**config.mk**
```make
export PLATFORM = sky130hd
export DESIGN_NAME = lvds_frame_rx
export DESIGN_NICKNAME = d
export VERILOG_FILES = /design/src/rtl/lvds_frame_rx.sv
export SDC_FILE = /design/constraint.sdc
export NUM_CORES = 1
export LEC_CHECK = 0
export BUFFER_PORTS_ARGS = -buffer_cell sky130_fd_sc_hd__buf_2
export CORE_MARGIN = 2
export CORE_UTILIZATION = 63
export DETAILED_ROUTE_END_ITERATION = 7
export PLACE_DENSITY = 0.88
export RECOVER_POWER = 50
export SLEW_MARGIN = 40
export SYNTH_ARGS = -nofsm -noshare
export SYNTH_HDL_FRONTEND = slang
export SYNTH_SLANG_ARGS = --single-unit
```
**constraint.sdc**
```tcl
create_clock -name clk -period 3.1 [get_ports clk]
set_input_delay 0.31 -clock clk [delete_from_list [all_inputs] [get_ports clk]]
set_output_delay 0.31 -clock clk [all_outputs]
set_load 0.005 [all_outputs]
```
**src/rtl/lvds_frame_rx.sv**
```systemverilog
// lvds_frame_rx: flag-delimited frame receiver with length/checksum checking and buffered payload replay
module lvds_frame_rx #(
  parameter int         DEPTH = 64,
  parameter logic [7:0] FLAG  = 8'h7E
) (
  input  logic       clk,
  input  logic       reset,
  input  logic       rx_valid_i,
  input  logic [7:0] rx_data_i,
  input  logic       rx_st_flag_i,
  output logic [7:0] m_data_o,
  output logic       m_valid_o,
  input  logic       m_ready_i,
  output logic       m_sof_o,
  output logic       m_eof_o,
  output logic       frame_ok_o,
  output logic       frame_err_o,
  output logic [1:0] err_code_o,
  output logic       drop_o
);
  localparam int AW = $clog2(DEPTH);
  typedef enum logic [2:0] {IDLE, HDR, PAYLOAD, CHK, END, DRAIN} state_t;
  state_t state_q, state_d;
  logic [7:0] len_q, len_d, chk_q, chk_d;
  logic [AW-1:0] wr_ptr_q, wr_ptr_d, rd_ptr_q, rd_ptr_d;
  logic [1:0] err_code_q, err_code_d;
  logic frame_ok_q, frame_ok_d, frame_err_q, frame_err_d, drop_q, drop_d;
  logic [7:0] buf_q [DEPTH];
  logic wr_en, is_flag, bad_flag, last_wr, last_rd;
  always_comb begin
    is_flag = rx_st_flag_i && (rx_data_i == FLAG);
    bad_flag = rx_st_flag_i && (rx_data_i != FLAG);
    last_wr = wr_ptr_q == AW'(len_q - 8'd1);
    last_rd = rd_ptr_q == AW'(len_q - 8'd1);
    state_d = state_q;
    len_d = len_q;
    chk_d = chk_q;
    wr_ptr_d = wr_ptr_q;
    rd_ptr_d = rd_ptr_q;
    err_code_d = err_code_q;
    frame_ok_d = 1'b0;
    frame_err_d = 1'b0;
    drop_d = 1'b0;
    wr_en = 1'b0;
    case (state_q)
      IDLE: state_d = (rx_valid_i && is_flag) ? HDR : IDLE;
      HDR: if (rx_valid_i && !is_flag) begin
        if (bad_flag) begin
          frame_err_d = 1'b1;
          err_code_d = 2'd3;
          state_d = IDLE;
        end else if (rx_data_i == 8'd0 || rx_data_i > 8'(DEPTH)) begin
          frame_err_d = 1'b1;
          err_code_d = 2'd1;
          state_d = IDLE;
        end else begin
          len_d = rx_data_i;
          chk_d = rx_data_i;
          wr_ptr_d = '0;
          state_d = PAYLOAD;
        end
      end
      PAYLOAD: if (rx_valid_i) begin
        if (rx_st_flag_i) begin
          frame_err_d = 1'b1;
          err_code_d = 2'd3;
          state_d = is_flag ? HDR : IDLE;
        end else begin
          wr_en = 1'b1;
          chk_d = chk_q ^ rx_data_i;
          wr_ptr_d = last_wr ? wr_ptr_q : wr_ptr_q + 1'b1;
          state_d = last_wr ? CHK : PAYLOAD;
        end
      end
      CHK: if (rx_valid_i) begin
        if (rx_st_flag_i) begin
          frame_err_d = 1'b1;
          err_code_d = 2'd3;
          state_d = is_flag ? HDR : IDLE;
        end else if (rx_data_i == chk_q) begin
          state_d = END;
        end else begin
          frame_err_d = 1'b1;
          err_code_d = 2'd2;
          state_d = IDLE;
        end
      end
      END: if (rx_valid_i) begin
        if (is_flag) begin
          frame_ok_d = 1'b1;
          rd_ptr_d = '0;
          state_d = DRAIN;
        end else begin
          frame_err_d = 1'b1;
          err_code_d = 2'd3;
          state_d = IDLE;
        end
      end
      DRAIN: begin
        drop_d = rx_valid_i;
        if (m_ready_i) begin
          rd_ptr_d = last_rd ? rd_ptr_q : rd_ptr_q + 1'b1;
          state_d = last_rd ? IDLE : DRAIN;
        end
      end
      default: state_d = IDLE;
    endcase
  end
  always_ff @(posedge clk) begin
    if (reset) begin
      state_q <= IDLE;
      len_q <= '0;
      chk_q <= '0;
      wr_ptr_q <= '0;
      rd_ptr_q <= '0;
      err_code_q <= '0;
      frame_ok_q <= 1'b0;
      frame_err_q <= 1'b0;
      drop_q <= 1'b0;
    end else begin
      state_q <= state_d;
      len_q <= len_d;
      chk_q <= chk_d;
      wr_ptr_q <= wr_ptr_d;
      rd_ptr_q <= rd_ptr_d;
      err_code_q <= err_code_d;
      frame_ok_q <= frame_ok_d;
      frame_err_q <= frame_err_d;
      drop_q <= drop_d;
    end
  end
  // payload storage needs no reset; contents are only read after a full frame is written
  always_ff @(posedge clk) begin
    if (wr_en && !reset) buf_q[wr_ptr_q] <= rx_data_i;
  end
  assign m_valid_o = state_q == DRAIN;
  assign m_data_o = m_valid_o ? buf_q[rd_ptr_q] : 8'd0;
  assign m_sof_o = m_valid_o && rd_ptr_q == '0;
  assign m_eof_o = m_valid_o && last_rd;
  assign frame_ok_o = frame_ok_q;
  assign frame_err_o = frame_err_q;
  assign err_code_o = err_code_q;
  assign drop_o = drop_q;
endmodule
```
==> metrics.txt <==
status complete, but fails checks; failing checks max-capacitance violations, max-slew violations, negative setup slack; initial antenna violation count 2; crit path DAT 3050 ps; slew margin rel. -50.6%; Maximum Capacitance Violations 7; Final Cell Area ~26000 um2; total gr overflow 0; CTS Sinks 552; Setup Crit Path Kind flip-flop to output pin; Max clock buf depth 3; row cnt 68; DIE HEIGHT 192 um; core area roughly 35000 um2; syn_area_per_cell 19.1 um2; Setup WS post-layout -264 ps; drt initial violations approximately 2400; static leakage slightly above 0.008 uW; First-pass DRT Iterations 8; worst skew pair latency 610 ps; Initial Util 64.2%; Yosys cell types 59; vias per cell 7.45; Pins Over Slew Limit 328; # IOs 29; top cells by area, synth edfxtp_1, mux4_2, dfxtp_1; RSZ-0062 raised after global routing yes; Tcrit/Tclk final 109%; Power Dens Cells 584 nW/um2; number of synthesized register bits 552; WL final 66.7 mm; Post-synth EDFFs 512; Synth top area share 69.2%; critical path, cell by cell buf_12 -> buf_4 -> clkbuf_16 -> mux4_2 -> a22oi_2 -> a21oi_1 -> a21oi_4 -> a211oi_2 -> buf_2; crit path max fanout 8; Die ar. 36800 um2; Critical Path RT ~2800 ps; Tmin final 3360 ps; worst slack, placed 185 ps; metal2 WL roughly 32 mm; Worst path slowest cell mux4_2; Max IR drop VDD 587 uV; DP Area 23500 um2; post-detail-place hpwl 33.5 mm; fmax 297 MHz; CP Capture Type output pin; clock skew roughly 37 ps; Primary FF master, synth edfxtp_1; highest routed metal layer met5; drt wl/cell 36.8 um; DRC 0; Synth Net Count 1183; Yosys top cell by area edfxtp_1; fin nets 1331; CTS H-tree lvls 2; portion of the post-synthesis area used by sequential elements 72.8%; first-pass GRT wire length 94.2 mm; Synth warnings 0; cts bufs inserted 51; Fin. Hold Viols 0; Routed Antenna Nets 0; Syn Inst Count 1166; All-Layer GR Usage a little under two fifths; via count around 14000; Root Buffer Master clkbuf_16; DR WL met3 between 9 and 10 mm; Metal-1 WL approximately 22 mm; Fillers about 1700; CP peak stage delay 560 ps; startpoint class of the critical path flip-flop; fraction of layout cells with a size suffix above 1 31.6%; Hold Crit Class input pin to flip-flop; I/O Buffers 28; Async S/R FF share, synth 0%; CTS clk-pin slew, worst paths 60 ps; GP Congestion about 0.9; Layout area overhead 17.1%; vias in the first global route about 13000; largest net degree at the start of global routing 70; worst slew pin tran 2260 ps; # hold bufs at CTS 0; Die Wd 192 um; CTS tree done; setup violators final 8; Syn Std Cell Area 22200 um2
[cell type report]
type	instances	area [um2]	share of cell area [%]
Tap cell	455	569	2.19
Multi-Input combinational cell	531	5940	22.8
Timing Repair Buffer	165	1480	5.68
Clock inverter	30	365	1.40
Inverter	13	48.8	0.188
Clock buffer	65	1420	5.46
Antenna cell	3	7.51	0.0289
Sequential cell	552	16200	62.2
[kinds of logic (layout without fill, tap and decap cells)]
family / Yosys count / in the layout / share of synthesized area, %
flip-flops: 552 / 552 / 72.8
other: 0 / 3 / 0
AND/OR/NAND/NOR: 216 / 216 / 4.80
AO/OA/AOI/OAI: 117 / 117 / 3.63
buffers and inverters: 83 / 273 / 1.55
adder cells (fa/ha/maj): 5 / 5 / 0.270
multiplexers: 170 / 170 / 15.8
XOR/XNOR: 23 / 23 / 1.16
[Yosys cell counts, types with 2 or more instances]
master and number:
mux2_2 3, xor2_1 12, clkbuf_1 37, or4b_1 7, nand3_1 17, ha_1 4
nand4_1 5, and2b_1 2, and2_1 3, nand2_1 31, nor3_1 7, inv_1 12
buf_4 3, nor2b_1 15, a211oi_1 24, nor2_1 98, or3_1 8, or4_1 3
o21ai_1 5, nand2b_1 5, o21ai_0 2, dfxtp_1 40, nor4_1 3, mux4_2 144
xnor3_1 3, o22ai_1 2, o31ai_1 13, a22oi_1 18, mux2i_1 22, buf_2 12
buf_1 17, nand4b_1 3, a31oi_1 9, a21oi_1 31, o221a_1 3, edfxtp_1 512
nor3b_1 3, xnor2_1 7
[per-layer routing]
layer  vias to the layer above  global-route usage (%)
li1                       5064                       -
met1                      6753                    47.9
met2                      1407                    58.7
met3                       285                    9.83
met4                         2                    16.8
met5                         -                    1.24
[worst max-delay path: cells and delay by family (launching register included)]
family                 cells  cell delay (ps)
AOI/OAI and AO/OA          4              880
buffers and inverters      4              660
DFF                        1              360
muxes                      1              560
[path summary, 6_finish.rpt]
| kind | depth (start not counted) | endpoint | slack, ps | from |
|---|---|---|---|---|
| max reg2reg | 7 | buf_q[52][7] | 60 | state_q[1] |
| max | 9 | m_data_o[4] | -260 | flip-flop |
| min reg2reg | 2 | err_code_o[0] | 470 | err_code_o[0] |
| min | 4 | frame_err_o | 130 | reset |
[flip-flops by register name, summed over array words and instances (netlist names), named ones only]
register     cells
rd_ptr_q         6
drop_o           1
state_q          3
len_q            6
frame_ok_o       1
chk_q            8
err_code_o       2
frame_err_o      1
buf_q          512
wr_ptr_q         6
[stage by stage]
step | total power (uW) | utilization (%) | TNS [ps] | instances | hold slack, ps
floorplan | 8320 | - | 0 | 1166 | 409
global placement | 8450 | 68.0 | 0 | 1688 | 449
detailed placement | 8470 | 68.0 | 0 | 1688 | 458
CTS | 15000 | 75.0 | -1520 | 1806 | 119
global route | 15400 | 75.1 | -1960 | 1811 | 181
finish | 15200 | 75.1 | -1790 | 1814 | 127
[power by group]
part,leakage [uW],switching [uW],internal (uW)
combinational,0.00243,173,19.4
clock,0.000872,2960,3920
sequential,0.00492,0.0728,8130
[cell usage in the layout (no fill, tap or decap), types with 5 or more instances in the layout]
master     synthesis  layout
mux4_2           144     144
buf_6              1       5
buf_16             0       6
nor2_1            98      95
a21oi_1           31      21
mux2i_1           22      20
o31ai_1           13      12
or3_1              8       8
clkbuf_16          0      54
a21oi_2            1       9
a211oi_2           0      17
clkinv_2           0       9
inv_1             12      12
clkinv_1           0       6
xnor2_1            7       7
bufinv_16          0       8
a22oi_2            0       9
buf_12             0       9
or4b_1             7       7
nand3_1           17      17
nand4_1            5       5
nand2_1           31      31
a31oi_1            9       9
dfxtp_1           40      35
edfxtp_1         512     512
buf_2             12      19
nor2b_1           15      14
buf_4              3      93
clkbuf_1          37      28
a22oi_1           18       9
nor3_1             7       7
clkbuf_8           0       5
nand2b_1           5       5
a211oi_1          24       6
xor2_1            12      12
[what timing repair did]
action / in CTS / in global routing
resized for setup: 53 / 23
buffers inserted: 17 / 5
endpoints found under the setup margin: 8 / 8
pin swaps: 12 / 13
gates cloned: 6 / 1
No activity file was read; power rests on OpenSTA's default activity.
